**src/rtl/ad9910_spi_pkg.sv**
```systemverilog
// Shared types and helpers for the AD9910 serial-port master.
package ad9910_spi_pkg;

    typedef enum logic [2:0] {
        IDLE,
        SETUP,
        SHIFT,
        RECOVER,
        DONE
    } state_t;

    localparam int MAX_BYTES_DEFAULT = 8;
    localparam int READ_BIT          = 7;

    // Half SCLK period in system clocks; never below one cycle.
    function automatic logic [7:0] half_period(input logic [7:0] divide);
        logic [7:0] h;
        h = {1'b0, divide[7:1]};
        return (h == 8'd0) ? 8'd1 : h;
    endfunction

endpackage

```
**src/rtl/spi_phase_timer.sv**
```systemverilog
// Loadable down-counter marking the last cycle of each SCLK/CSB phase.
module spi_phase_timer (
    input  logic       CLK100MHZ,
    input  logic       reset,
    input  logic       load,
    input  logic [7:0] value,
    output logic       phase_end
);

    logic [7:0] cnt;

    // Load on a phase boundary, otherwise count down and park at zero.
    always_ff @(posedge CLK100MHZ or negedge reset) begin
        if (!reset) begin
            cnt <= 8'd0;
        end else if (load) begin
            cnt <= value;
        end else if (cnt != 8'd0) begin
            cnt <= cnt - 8'd1;
        end
    end

    assign phase_end = (cnt == 8'd0);

endmodule

```
**src/rtl/ad9910_spi_engine.sv**
```systemverilog
// AD9910 4-wire serial-port master: instruction byte plus 1..MAX_BYTES data
// bytes, MSB first, with optional SDO capture on read instructions.
module ad9910_spi_engine
    import ad9910_spi_pkg::*;
#(
    parameter int MAX_BYTES = MAX_BYTES_DEFAULT
) (
    input  logic                   CLK100MHZ,
    input  logic                   reset,
    input  logic [7:0]             divide,
    input  logic                   start,
    input  logic [7:0]             instr,
    input  logic [3:0]             nbytes,
    input  logic [8*MAX_BYTES-1:0] data_in,
    output logic                   busy,
    output logic                   done,
    output logic [8*MAX_BYTES-1:0] data_out,
    output logic                   sclk,
    output logic                   csb,
    output logic                   sdio,
    input  logic                   sdo
);

    localparam int DW = 8 * MAX_BYTES;
    localparam int TW = DW + 8;

    state_t          state;
    logic [TW-1:0]   tx;
    logic [DW-1:0]   rx;
    logic            is_read;
    logic [7:0]      nbits;
    logic [7:0]      bit_cnt;
    logic [7:0]      half_m1;

    logic [3:0]      nb_clamp;
    logic [7:0]      shamt;
    logic            last_bit;
    logic            tmr_load;
    logic [7:0]      tmr_value;
    logic            phase_end;

    // Clamp the requested byte count and derive the left-align shift for data_in.
    always_comb begin
        nb_clamp = nbytes;
        if (nbytes == 4'd0) begin
            nb_clamp = 4'd1;
        end else if (int'(nbytes) > MAX_BYTES) begin
            nb_clamp = 4'(MAX_BYTES);
        end
        shamt = 8'(8 * (MAX_BYTES - int'(nb_clamp)));
    end

    assign last_bit = (bit_cnt == nbits - 8'd1);

    // Reload the timer at accept and at every phase boundary of an active transfer.
    always_comb begin
        tmr_load  = 1'b0;
        tmr_value = half_m1;
        case (state)
            IDLE: begin
                tmr_load  = start;
                tmr_value = half_period(divide) - 8'd1;
            end
            SETUP, SHIFT, RECOVER: tmr_load = phase_end;
            default: tmr_load = 1'b0;
        endcase
    end

    spi_phase_timer u_timer (
        .CLK100MHZ (CLK100MHZ),
        .reset     (reset),
        .load      (tmr_load),
        .value     (tmr_value),
        .phase_end (phase_end)
    );

    // Transaction FSM; all pin and handshake outputs are registered here.
    always_ff @(posedge CLK100MHZ or negedge reset) begin
        if (!reset) begin
            state    <= IDLE;
            busy     <= 1'b0;
            done     <= 1'b0;
            csb      <= 1'b1;
            sclk     <= 1'b0;
            sdio     <= 1'b0;
            data_out <= '0;
            tx       <= '0;
            rx       <= '0;
            is_read  <= 1'b0;
            nbits    <= 8'd0;
            bit_cnt  <= 8'd0;
            half_m1  <= 8'd0;
        end else begin
            done <= 1'b0;
            case (state)
                IDLE: begin
                    if (start) begin
                        half_m1 <= half_period(divide) - 8'd1;
                        is_read <= instr[READ_BIT];
                        nbits   <= 8'd8 + {1'b0, nb_clamp, 3'b000};
                        tx      <= {instr, data_in << shamt};
                        rx      <= '0;
                        bit_cnt <= 8'd0;
                        if (instr[READ_BIT]) begin
                            data_out <= '0;
                        end
                        busy  <= 1'b1;
                        csb   <= 1'b0;
                        sdio  <= instr[READ_BIT];
                        state <= SETUP;
                    end
                end
                SETUP: begin
                    // Bit 0 is always an instruction bit, so nothing to capture here.
                    if (phase_end) begin
                        sclk  <= 1'b1;
                        state <= SHIFT;
                    end
                end
                SHIFT: begin
                    if (phase_end) begin
                        if (sclk) begin
                            sclk <= 1'b0;
                            if (!last_bit) begin
                                tx   <= tx << 1;
                                sdio <= tx[TW-2];
                            end
                        end else if (last_bit) begin
                            csb   <= 1'b1;
                            sdio  <= 1'b0;
                            state <= RECOVER;
                        end else begin
                            sclk    <= 1'b1;
                            bit_cnt <= bit_cnt + 8'd1;
                            // Capture only data bits (index 8 and up) on reads.
                            if (is_read && bit_cnt >= 8'd7) begin
                                rx <= {rx[DW-2:0], sdo};
                            end
                        end
                    end
                end
                RECOVER: begin
                    if (phase_end) begin
                        done  <= 1'b1;
                        busy  <= 1'b0;
                        if (is_read) begin
                            data_out <= rx;
                        end
                        state <= DONE;
                    end
                end
                DONE: begin
                    // One dead cycle so a start coincident with done is dropped.
                    state <= IDLE;
                end
                default: state <= IDLE;
            endcase
        end
    end

endmodule

```
**config.mk**
```make
export PLATFORM = sky130hd
export DESIGN_NAME = ad9910_spi_engine
export DESIGN_NICKNAME = d
export VERILOG_FILES = /design/src/rtl/ad9910_spi_pkg.sv /design/src/rtl/spi_phase_timer.sv /design/src/rtl/ad9910_spi_engine.sv
export SDC_FILE = /design/constraint.sdc
export NUM_CORES = 1
export LEC_CHECK = 0
export BUFFER_PORTS_ARGS = -buffer_cell sky130_fd_sc_hd__buf_2
export CAP_MARGIN = 20
export CELL_PAD_IN_SITES_DETAIL_PLACEMENT = 0
export CELL_PAD_IN_SITES_GLOBAL_PLACEMENT = 1
export CORE_MARGIN = 2
export CORE_UTILIZATION = 49
export DETAILED_ROUTE_END_ITERATION = 16
export PLACE_DENSITY_LB_ADDON = 0.1
export SYNTH_ARGS = -nofsm -noshare
export SYNTH_HDL_FRONTEND = slang
export SYNTH_SLANG_ARGS = --single-unit
```
**constraint.sdc**
```tcl
create_clock -name CLK100MHZ -period 3.23 [get_ports CLK100MHZ]
set_input_delay 0.323 -clock CLK100MHZ [delete_from_list [all_inputs] [get_ports CLK100MHZ]]
set_output_delay 0.323 -clock CLK100MHZ [all_outputs]
set_load 0.03 [all_outputs]
```
Word level (Yosys, flattened, before mapping)
Cells that the tools add are included.
Widths: inputs -> output; s select.
{"block": "word_totals", "register_bits": 240, "wordCells": 117, "in_bits": 88}
{"block": "classes", "muxes": 56, "n_eq_ne": 17, "reduce_logical": 21, "n_lt_le_gt_ge": 2, "shift": 1, "addsub": 6}
{"operator": "$mux 64", "n": 9}
{"operator": "$mux 71", "n": 4}
{"operator": "$pmux 64 s2", "n": 2}
{"operator": "$pmux 71 s2", "n": 1}
{"operator": "$shl 64x8->64", "n": 1}
{"operator": "$mux 8", "n": 7}
{"operator": "$reduce_and 5->1", "n": 5}
{"operator": "$ne 2x2->1 const B", "n": 11}
{"operator": "$mux 3", "n": 6}
{"operator": "$mux 1", "n": 17}
{"operator": "$pmux 8 s2", "n": 1}
{"operator": "$sub 8x1->8 const B", "n": 2}
{"operator": "$pmux 3 s4", "n": 1}
{"operator": "$reduce_and 6->1", "n": 2}
{"operator": "$pmux 1 s2", "n": 5}
{"operator": "$add 4x7->8 const A", "n": 1}
{"operator": "$add 8x1->8 const B", "n": 1}
{"operator": "$eq 8x8->1", "n": 1}
{"operator": "$ge 8x3->1 const B", "n": 1}
{"operator": "$logic_not 8->1", "n": 1}
{"operator": "$mux 4", "n": 2}
{"operator": "$reduce_bool 2->1", "n": 4}
{"operator": "$reduce_bool 8->1", "n": 1}
{"operator": "$sub 7x1->8 const B", "n": 1}
{"operator": "13 further kinds", "n": 16}

Longest topological paths before layout
Gate-level depths: netlist (run 1).
{"block": "logic_depth", "ltp_word": 7, "mapped_depth": 15, "ltp_nobuf": 10}

Cells and area by module
A second synthesis (run 1) with hierarchy kept.
{"block": "unflattened", "cells_unflattened": 1364, "area_unflattened_um2": 12853.6}
{"mod": "ad9910_spi_engine", "instances": 1, "cells_each": 1308, "seq_area_each_um2": 5731.7, "area_each_um2": 12359.4}
{"mod": "spi_phase_timer", "instances": 1, "cells_each": 56, "seq_area_each_um2": 200.2, "area_each_um2": 494.2}

Least setup slack after synthesis (run 1)
OpenSTA, ideal clock, no wires.
{"block": "synth_timing", "path_kind": "input to register", "start": "input nbytes[0]", "end": "register tx[39]", "required_time_ns": 3.106, "arrival_ns": 3.010, "n_path_buf": 7, "stages": 15, "path_slack_ns": 0.096, "cell_sequence": "o21bai_1 > buf_2 > nor2b_1 > buf_4 > buf_4 > buf_4 > ha_1 > clkbuf_1 > clkinv_1 > and2_1 > clkbuf_1 > nor2b_1 > clkbuf_2 > a22o_1 > o31a_1"}
{"block": "synth_between", "elab_chain_cells": 7, "word_cells_on_any_way": 8, "classes_between": "add/sub (1); order compare (1); shift (1); mux (4); reduce/logical (1)"}
{"item": "from (decl)", "line_no": "ad9910_spi_engine.sv:13", "source": "input logic [3:0] nbytes,"}
{"item": "$gt 4x4->1", "line_no": "ad9910_spi_engine.sv:47", "source": "end else if (int'(nbytes) > MAX_BYTES) begin"}
{"item": "$mux 4", "line_no": "ad9910_spi_engine.sv:47"}
{"item": "$mux 4 *", "line_no": "ad9910_spi_engine.sv:45", "source": "if (nbytes == 4'd0) begin"}
{"item": "$sub 4x4->5 *", "line_no": "ad9910_spi_engine.sv:50", "source": "shamt = 8'(8 * (MAX_BYTES - int'(nb_clamp)));"}
{"item": "$shl 64x8->64 *", "line_no": "ad9910_spi_engine.sv:101", "source": "tx <= {instr, data_in << shamt};"}
{"item": "$mux 71 *", "line_no": "ad9910_spi_engine.sv:97", "source": "if (start) begin"}
{"item": "$pmux 71 s2 *", "line_no": "ad9910_spi_engine.sv:95", "source": "case (state)"}
{"item": "to (signal assigned)", "line_no": "ad9910_spi_engine.sv:101"}
{"item": "to (signal assigned)", "line_no": "ad9910_spi_engine.sv:125", "source": "tx <= tx << 1;"}
{"item": "to (decl)", "line_no": "ad9910_spi_engine.sv:28", "source": "logic [TW-1:0] tx;"}
Mark *: on every way between the ends. The rest lies on a longest branch, timed or not. The select of a mux whose other input is x is not followed.
A chain may end at the register's enable or synchronous reset.

Final worst setup path (run 1)
{"block": "layout_timing", "start": "register nbits[3]", "end": "register rx[5]"}
{"block": "layout_between", "elab_chain_cells": 4}
{"item": "from (decl)", "line_no": "ad9910_spi_engine.sv:31", "source": "logic [7:0] nbits;"}
{"item": "from (signal assigned)", "line_no": "ad9910_spi_engine.sv:100", "source": "nbits <= 8'd8 + {1'b0, nb_clamp, 3'b000};"}
{"item": "$sub 8x1->8", "line_no": "ad9910_spi_engine.sv:53", "source": "assign last_bit = (bit_cnt == nbits - 8'd1);"}
{"item": "$eq 8x8->1", "line_no": "ad9910_spi_engine.sv:53"}
{"item": "$ne 2x2->1 (no line)"}
{"item": "$reduce_and 6->1 (no line)"}
{"item": "to (signal assigned)", "line_no": "ad9910_spi_engine.sv:137", "source": "rx <= {rx[DW-2:0], sdo};"}
{"item": "to (decl)", "line_no": "ad9910_spi_engine.sv:29", "source": "logic [DW-1:0] rx;"}
Every way passes these cells.

==> impl_results.md, run 1 <==
* Die area at 25600 um^2
* Ranking of synthesized cells by area: dfrtp_1 (50%), nand2_1 (8.2%), o21ai_0 (6.2%), a22o_1 (4.9%), mux2i_1 (4.5%)
* Metal3 WL at ~1.9 mm
* Synth warn at 0
* Critical R2R Launch: nbits[3]
* Antenna-violating nets left at 0
* Peak VDD IR at 449 uV
* Core Region at about 24000 um^2
* Initial antenna violation count at 1
* Hold Crit Class: in2reg
* Top cell type's share of synthesized area at 0.496
* Fraction of layout cells with a size suffix above 1 at 0.200
* End-of-flow core utilization at 0.575
* Mapped cell area at 11900 um^2
* CTS clk-pin slew, worst paths at 0.06 ns
* EDFF count, synth at 0
* Final Non-Filler Cells at 1675
* HP Start: sdo
* Crit-path max FO at 64
* Largest net degree at the start of global routing at 129
* Residual overflow from global routing at 0
* Crit. End Element: flip-flop
* Met2 wire length at 13.7 mm
* Post-synth ARST share at 1.00
* Unrepaired setup endpoints after global routing: no
* Number of global-route vias before repair at around 9300
* GRT Util Overall at 0.236
* Clock period minus worst slack at roughly 2.6 ns
* Outcome: complete, no violations
* Filler cell count at between 2000 and 2500
* Router iterations before antenna repair at 5
* Max Fclk at roughly 0.38 GHz
* GP Congestion at 0.892
* Fin area at 13800 um^2
* WHS Endpoint: rx[0]
* Post-CTS Setup Bufs at 0
* Placed instance count at between 1500 and 2000
* Via density at 5.72
* Clk Latency, worst-skew pair at 0.53 ns
* Post-synthesis sequential area ratio at 0.498
* Starting DRT DRC Count at 788
* Site Rows at 57
* DP Area at 12900 um^2
* Inserted Clock Buffers at 26
* Chip width at about 160 um
* Post_cts resized at 0
* Startpoint Class: flip-flop
* FF+latch count, synth at between 200 and 250
* Wl on met1 at 13.9 mm
* PD cells at about 750 nW/um^2
* Post-synth net total at 1313
* Avg WL per Cell at 17.9 um
* Largest area contributor in the netlist: dfrtp_1
* Layout area overhead at 16.3%
* DIE HEIGHT at between 150 and 200 um
* Total negative slack at 0 ns
* Arrival @ worst endpoint at 3.08 ns
* Ys flop type: dfrtp_1
* H-tree levels at 1
* Drt drc at 0
* Tightest Pin Transition at approximately 1.1 ns
* Most frequent cells in the layout: nand2_1 (260), dfrtp_1 (236), buf_2 (154), o21ai_0 (148), a22o_1 (67)
* HPWL after DPL at 20.4 mm
* Library cells used by synthesis at 63
* Mean Syn Cell Area at 9.77 um^2
* Setup Viol. Count Final at 0
* Reg2Reg Setup Slack at 0.60 ns
* Root Buffer: clkbuf_16
* First-pass GRT wire length at between 40 and 50 mm
* MaxCap Viol Count at 0
* TritonCTS clock tree: built
* Total routed wirelength at 30.0 mm
* Clock sinks at 237
* Critical R2R Capture: rx[5]
* WHS Path Cells at 2
* Starting Density at 0.494
* Final hold violations at 0
* Ports at 157
* Nets@finish at 1426
* Fin. max-slew vios at 0
* Most common cell after layout, fill and taps aside: nand2_1
* DR vias at ~9600
* CP Class: reg2reg
* Register-to-Register Path Depth at 9
* # port buffers at around 160
* WP data required at 3.69 ns
* Fin crit share at 0.813
* Leakage power at between 6 and 7 nW
* CTS max path bufs at 3
* Setup Skew at 0.0120 ns
* Top Metal Used: met4
* Headroom to the max-slew limit at 0.285
* Cells after Synth at around 1200
worst max path at each step:
stage | cells past startpoint | from | slack (ns) | endpoint
6_report | 9 | nbits[3] | 0.60 | rx[5]
5_1_grt | 9 | nbits[3] | 0.36 | rx[3]
4_1_cts | 9 | nbits[3] | 0.57 | rx[7]
3_5_place_dp | 12 | nbytes[1] | 0.31 | tx[23]
3_3_place_gp | 12 | nbytes[2] | 0.42 | tx[16]
2_1_floorplan | 15 | nbytes[0] | 0.1 | tx[39]
report_power, final:
| part | internal, W | switching [W] | total (W) |
|---|---|---|---|
| sequential | 0.00372 | 0.000535 | 0.00426 |
| clock | 0.00197 | 0.00120 | 0.00318 |
| combinational | 0.00103 | 0.00194 | 0.00297 |
| total | 0.00673 | 0.00368 | 0.0104 |
flip-flops by register name, summed over array words and instances (netlist names):
register / cells
tx: 71
data_out: 64
rx: 64
bit_cnt: 8
half_m1: 8
u_timer.cnt: 8
nbits: 5
state: 3
busy: 1
csb: 1
done: 1
is_read: 1
sclk: 1
sdio: 1
routing by layer:
layer  vias up  GRT usage
li1       4666          -
met1      4578      0.347
met2       282      0.371
met3        52     0.0371
met4         0     0.0520
met5         -          0
what timing repair did:
action,in CTS,in global routing
setup endpoints to repair,0,0
hold buffers,1,0
hold endpoints to repair,85,0
through the flow:
| stage | hold slack, ns | setup slack [ns] | total power (W) |
|---|---|---|---|
| global route | 0.0423 | 0.362 | 0.0111 |
| global placement | 0.384 | 0.416 | 0.00722 |
| floorplan | 0.0274 | 0.0961 | 0.00635 |
| CTS | 0.0221 | 0.567 | 0.0105 |
| finish | 0.0386 | 0.603 | 0.0104 |
| detailed placement | 0.384 | 0.310 | 0.00730 |
area by class of cell:
| cell class | count | area [um^2] | area share |
|---|---|---|---|
| antenna | 1 | 2.50 | 0.000181 |
| clock buffer | 37 | 732 | 0.0529 |
| clock inverter | 10 | 189 | 0.0136 |
| inverter | 15 | 56.3 | 0.00407 |
| multi-input combinational | 866 | 5470 | 0.395 |
| sequential | 237 | 5930 | 0.428 |
| tap | 324 | 405 | 0.0293 |
| timing repair buffer | 185 | 1060 | 0.0768 |
cell usage after synthesis, types with 5 or more instances:
cell type,number
inv_1,14
buf_6,8
nand3_1,9
o211a_1,7
nand2_1,260
o21ai_1,12
a221oi_1,16
or3_1,5
clkbuf_1,55
buf_2,29
o211ai_1,5
a222oi_1,7
mux2i_1,53
nor2b_1,6
a22o_1,67
a221o_1,15
o21ai_0,148
o41ai_2,7
and2_1,6
nor3_1,20
xor2_1,7
o221ai_1,24
a21oi_1,34
mux2_2,21
and3_1,17
dfrtp_1,236
a22oi_1,25
ha_1,7
xnor2_1,8
nor2_1,34
cell families (layout without fill, tap and decap cells):
group,Yosys count,in the layout,share of synthesized area
compound gates,395,395,0.234
xor+xnor,16,16,0.0124
fa+ha+maj,7,7,0.00736
buf+inv,115,247,0.0457
flops,237,237,0.498
mux,74,74,0.0644
other cells,0,1,0
simple gates,374,374,0.137
worst max-delay path, stage by stage (launching register included):
cell       delay [ns]
dfrtp_1          0.40
inv_1            0.06
ha_1             0.20
nand2b_1         0.17
a21o_1           0.22
a31oi_4          0.30
o2111ai_1        0.25
nor2_4           0.14
buf_4            0.52
a22o_1           0.25
Note: power is estimated with default switching activity, not from simulation.
==> run 2, diff against run 1 <==
--- a/config.mk
+++ b/config.mk
@@ -10,7 +10,7 @@
 export CELL_PAD_IN_SITES_DETAIL_PLACEMENT = 0
 export CELL_PAD_IN_SITES_GLOBAL_PLACEMENT = 1
 export CORE_MARGIN = 2
-export CORE_UTILIZATION = 49
+export CORE_UTILIZATION = 45
 export DETAILED_ROUTE_END_ITERATION = 16
 export PLACE_DENSITY_LB_ADDON = 0.1
 export SYNTH_ARGS = -nofsm -noshare
==> constraint.sdc (replaced) <==
create_clock -name CLK100MHZ -period 2.5 [get_ports CLK100MHZ]
set_input_delay 0.25 -clock CLK100MHZ [delete_from_list [all_inputs] [get_ports CLK100MHZ]]
set_output_delay 0.25 -clock CLK100MHZ [all_outputs]
set_load 0.03 [all_outputs]
==> run 2 against run 1 <==
Effect of this change: sequential share of layout area shrank 1.5 points; largest cell class unchanged; critical path type unchanged; combinational power rose by 41%; clock skew rose by 0.0042 ns; register-to-register slack got worse by 0.42 ns; sequential power rose by 28%; die area rose by 8.7%.
==> impl_results.md, run 2 (synthesis results as in run 1) <==
* Fraction of layout cells with a size suffix above 1 at 0.231 (+0.0306)
* Initial antenna violation count at 0 (-1)
* Chip width at 167 um (+4.2%)
* Critical R2R Launch: u_timer.cnt[0]
* DIE HEIGHT at 167 um (+4.2%)
* Reg2Reg Setup Slack at 0.18 ns (-0.42 ns)
* Top flop regs: tx x71, data_out x64, rx x64
* MaxCap Viol Count at 0 (unchanged)
* Headroom to the max-slew limit at 0.212 (-0.0732)
* PD cells at 934 nW/um^2 (+24%)
* Largest net degree at the start of global routing at 78 (-40%)
* WP data required at 2.96 ns (-0.73 ns)
* Ports at 157 (unchanged)
* # port buffers at 155 (unchanged)
* Setup Viol. Count Final at 0 (unchanged)
* CP max stage cell: a21oi_1
* Layout area overhead at 20.5%
* Critical R2R Capture: u_timer.cnt[6]
* Reg with most FFs: tx
* Nets@finish at 1483 (+4.0%)
* TritonCTS clock tree: built
* Most frequent CP cell: buf_4
* # diodes at 0 (-1)
* Peak VDD IR at 715 uV (+59%)
* CTS clk-pin slew, worst paths at 0.06 ns (about the same)
* Startpoint Class: flip-flop
* GRT Util Overall at 0.224 (-0.0116)
* WHS Path Cells at 3 (+1)
* Crit-path max cell delay at 0.48 ns (-0.04 ns)
* Unrepaired setup endpoints after global routing: no
* Root Buffer: clkbuf_16
* Crit. End Element: flip-flop
* H-tree levels at 1 (unchanged)
* GP Congestion at 0.873 (-2.2%)
* Leakage power at 6.76 nW (+4.1%)
* Clock sinks at 237 (unchanged)
* Total power at 0.0134 W (+29%)
* Critical path, cell by cell: inv_1 -> ha_1 -> nor4b_4 -> buf_4 -> and2_1 -> buf_4 -> a21oi_1 -> buf_4 -> mux2i_1
* Total routed wirelength at 31.6 mm (+5.2%)
* HP Start: nbytes[0]
* Site Rows at 59 (+3.5%)
* Register-to-Register Path Depth at 9 (unchanged)
* Fin Hold WS at 0.0527 ns (+0.0142 ns)
* CP Class: reg2reg
* Crit path max-delay family: buffers and inverters
* Arrival @ worst endpoint at 2.78 ns (-0.30 ns)
* Largest register FFs at 71 (unchanged)
* Max Fclk at 0.432 GHz (+13%)
* Drt drc at 0 (unchanged)
* Fin. max-slew vios at 0 (unchanged)
* Most common cell after layout, fill and taps aside: nand2_1
* Hold Crit Class: in2reg
* Clk Latency, worst-skew pair at 0.55 ns (+0.02 ns)
* CTS max path bufs at 3 (unchanged)
* Starting DRT DRC Count at 826 (+4.8%)
* WHS Endpoint: nbits[6]
* DP Area at 13400 um^2 (+3.8%)
* Outcome: complete, no violations
* Residual overflow from global routing at 0 (unchanged)
* Die area at 27800 um^2 (+8.7%)
* CP Buf/Inv Count at 4 (+2)
* Number of global-route vias before repair at 9399 (+0.88%)
* Crit-path max FO at 8 (-88%)
* First-pass GRT wire length at 51.4 mm (+3.4%)
* Setup Skew at 0.0162 ns (+0.00423 ns)
* HPWL after DPL at 21.8 mm (+7.2%)
* Via density at 5.65 (-1.1%)
* Starting Density at 0.458 (-0.0357)
* Most frequent cells in the layout: nand2_1 (260), dfrtp_1 (236), buf_2 (154), o21ai_0 (135), buf_4 (68)
* Clock period minus worst slack at 2.32 ns (-0.311 ns)
* Core Region at 26000 um^2 (+7.8%)
* Avg WL per Cell at 18.2 um (+1.3%)
* Router iterations before antenna repair at 5 (unchanged)
* Fin area at 14300 um^2 (+3.6%)
* End-of-flow core utilization at 0.552 (-0.0223)
* Inserted Clock Buffers at 26 (unchanged)
* Filler cell count at 2383 (+4.6%)
* Tightest Pin Transition at 1.18 ns (+0.112 ns)
* Fin crit share at 0.926 (+0.113)
* Total negative slack at 0 ns (unchanged)
* DR vias at 9838 (+2.7%)
* Final hold violations at 0 (unchanged)
* Antenna-violating nets left at 0 (unchanged)
-- run 2: cell types whose count changed in the layout (fill, tap and decap cells not counted), sizes merged --
cell | before | now
bufinv | 5 | 1
dlygate4sd3 | 1 | 10
clkinv | 5 | 6
diode | 1 | 0
buf | 184 | 232
clkbuf | 37 | 38
-- run 2: how the worst max path moves through the flow --
stage	start	to	cells after the start
2_1_floorplan	nbytes[0]	tx[39]	15
3_3_place_gp	nbytes[1]	tx[51]	10
3_5_place_dp	nbytes[1]	tx[50]	10
4_1_cts	nbits[4]	rx[40]	9
5_1_grt	u_timer.cnt[0]	u_timer.cnt[6]	9
6_report	u_timer.cnt[0]	u_timer.cnt[6]	9
-- run 2: worst reg2reg max path, stage by stage, from the launching register on --
cell	delay, ns
dfrtp_1	0.40
inv_1	0.10
ha_1	0.23
nor4b_4	0.14
buf_4	0.16
and2_1	0.17
buf_4	0.16
a21oi_1	0.48
buf_4	0.24
mux2i_1	0.17
-- run 2: metal layers --
layer,vias up,global-route usage,share of wire
li1,4764,-,-
met4,0,0.0543,0.021
met1,4734,0.342,0.49
met2,288,0.334,0.43
met3,52,0.0356,0.058
met5,-,0,0
-- run 2: repair_timing --
action | in CTS | in global routing
hold buffers | 10 | 0
endpoints found under the hold margin | 80 | 0
setup endpoints to repair | 0 | 23
buffers inserted | 0 | 1
resized for setup | 0 | 1
-- run 2: report_power, final --
part	leakage (nW)	internal, W	switching (W)	total (W)
clock network	0.408	0.00219	0.00157	0.00376
registers	3.19	0.00481	0.000649	0.00546
logic	3.17	0.00155	0.00264	0.00419
-- run 2: per-stage QoR --
| stage | worst slack (ns) | instances |
|---|---|---|
| final | 0.184 | 1740 |
| after global placement | -0.116 | 1684 |
| after CTS | 0.151 | 1739 |
| after global routing | 0.0104 | 1740 |
| after floorplan | -0.142 | 1218 |
| after detailed placement | -0.186 | 1684 |
-- run 2: layout make-up --
cell class / instances / area, um^2 / area share
tap: 335 / 419 / 0.0292
clock buffer: 38 / 756 / 0.0527
timing repair buffer: 242 / 1580 / 0.110
sequential: 237 / 5930 / 0.413
inverter: 15 / 68.8 / 0.00480
multi-input combinational: 866 / 5520 / 0.385
clock inverter: 7 / 77.6 / 0.00541
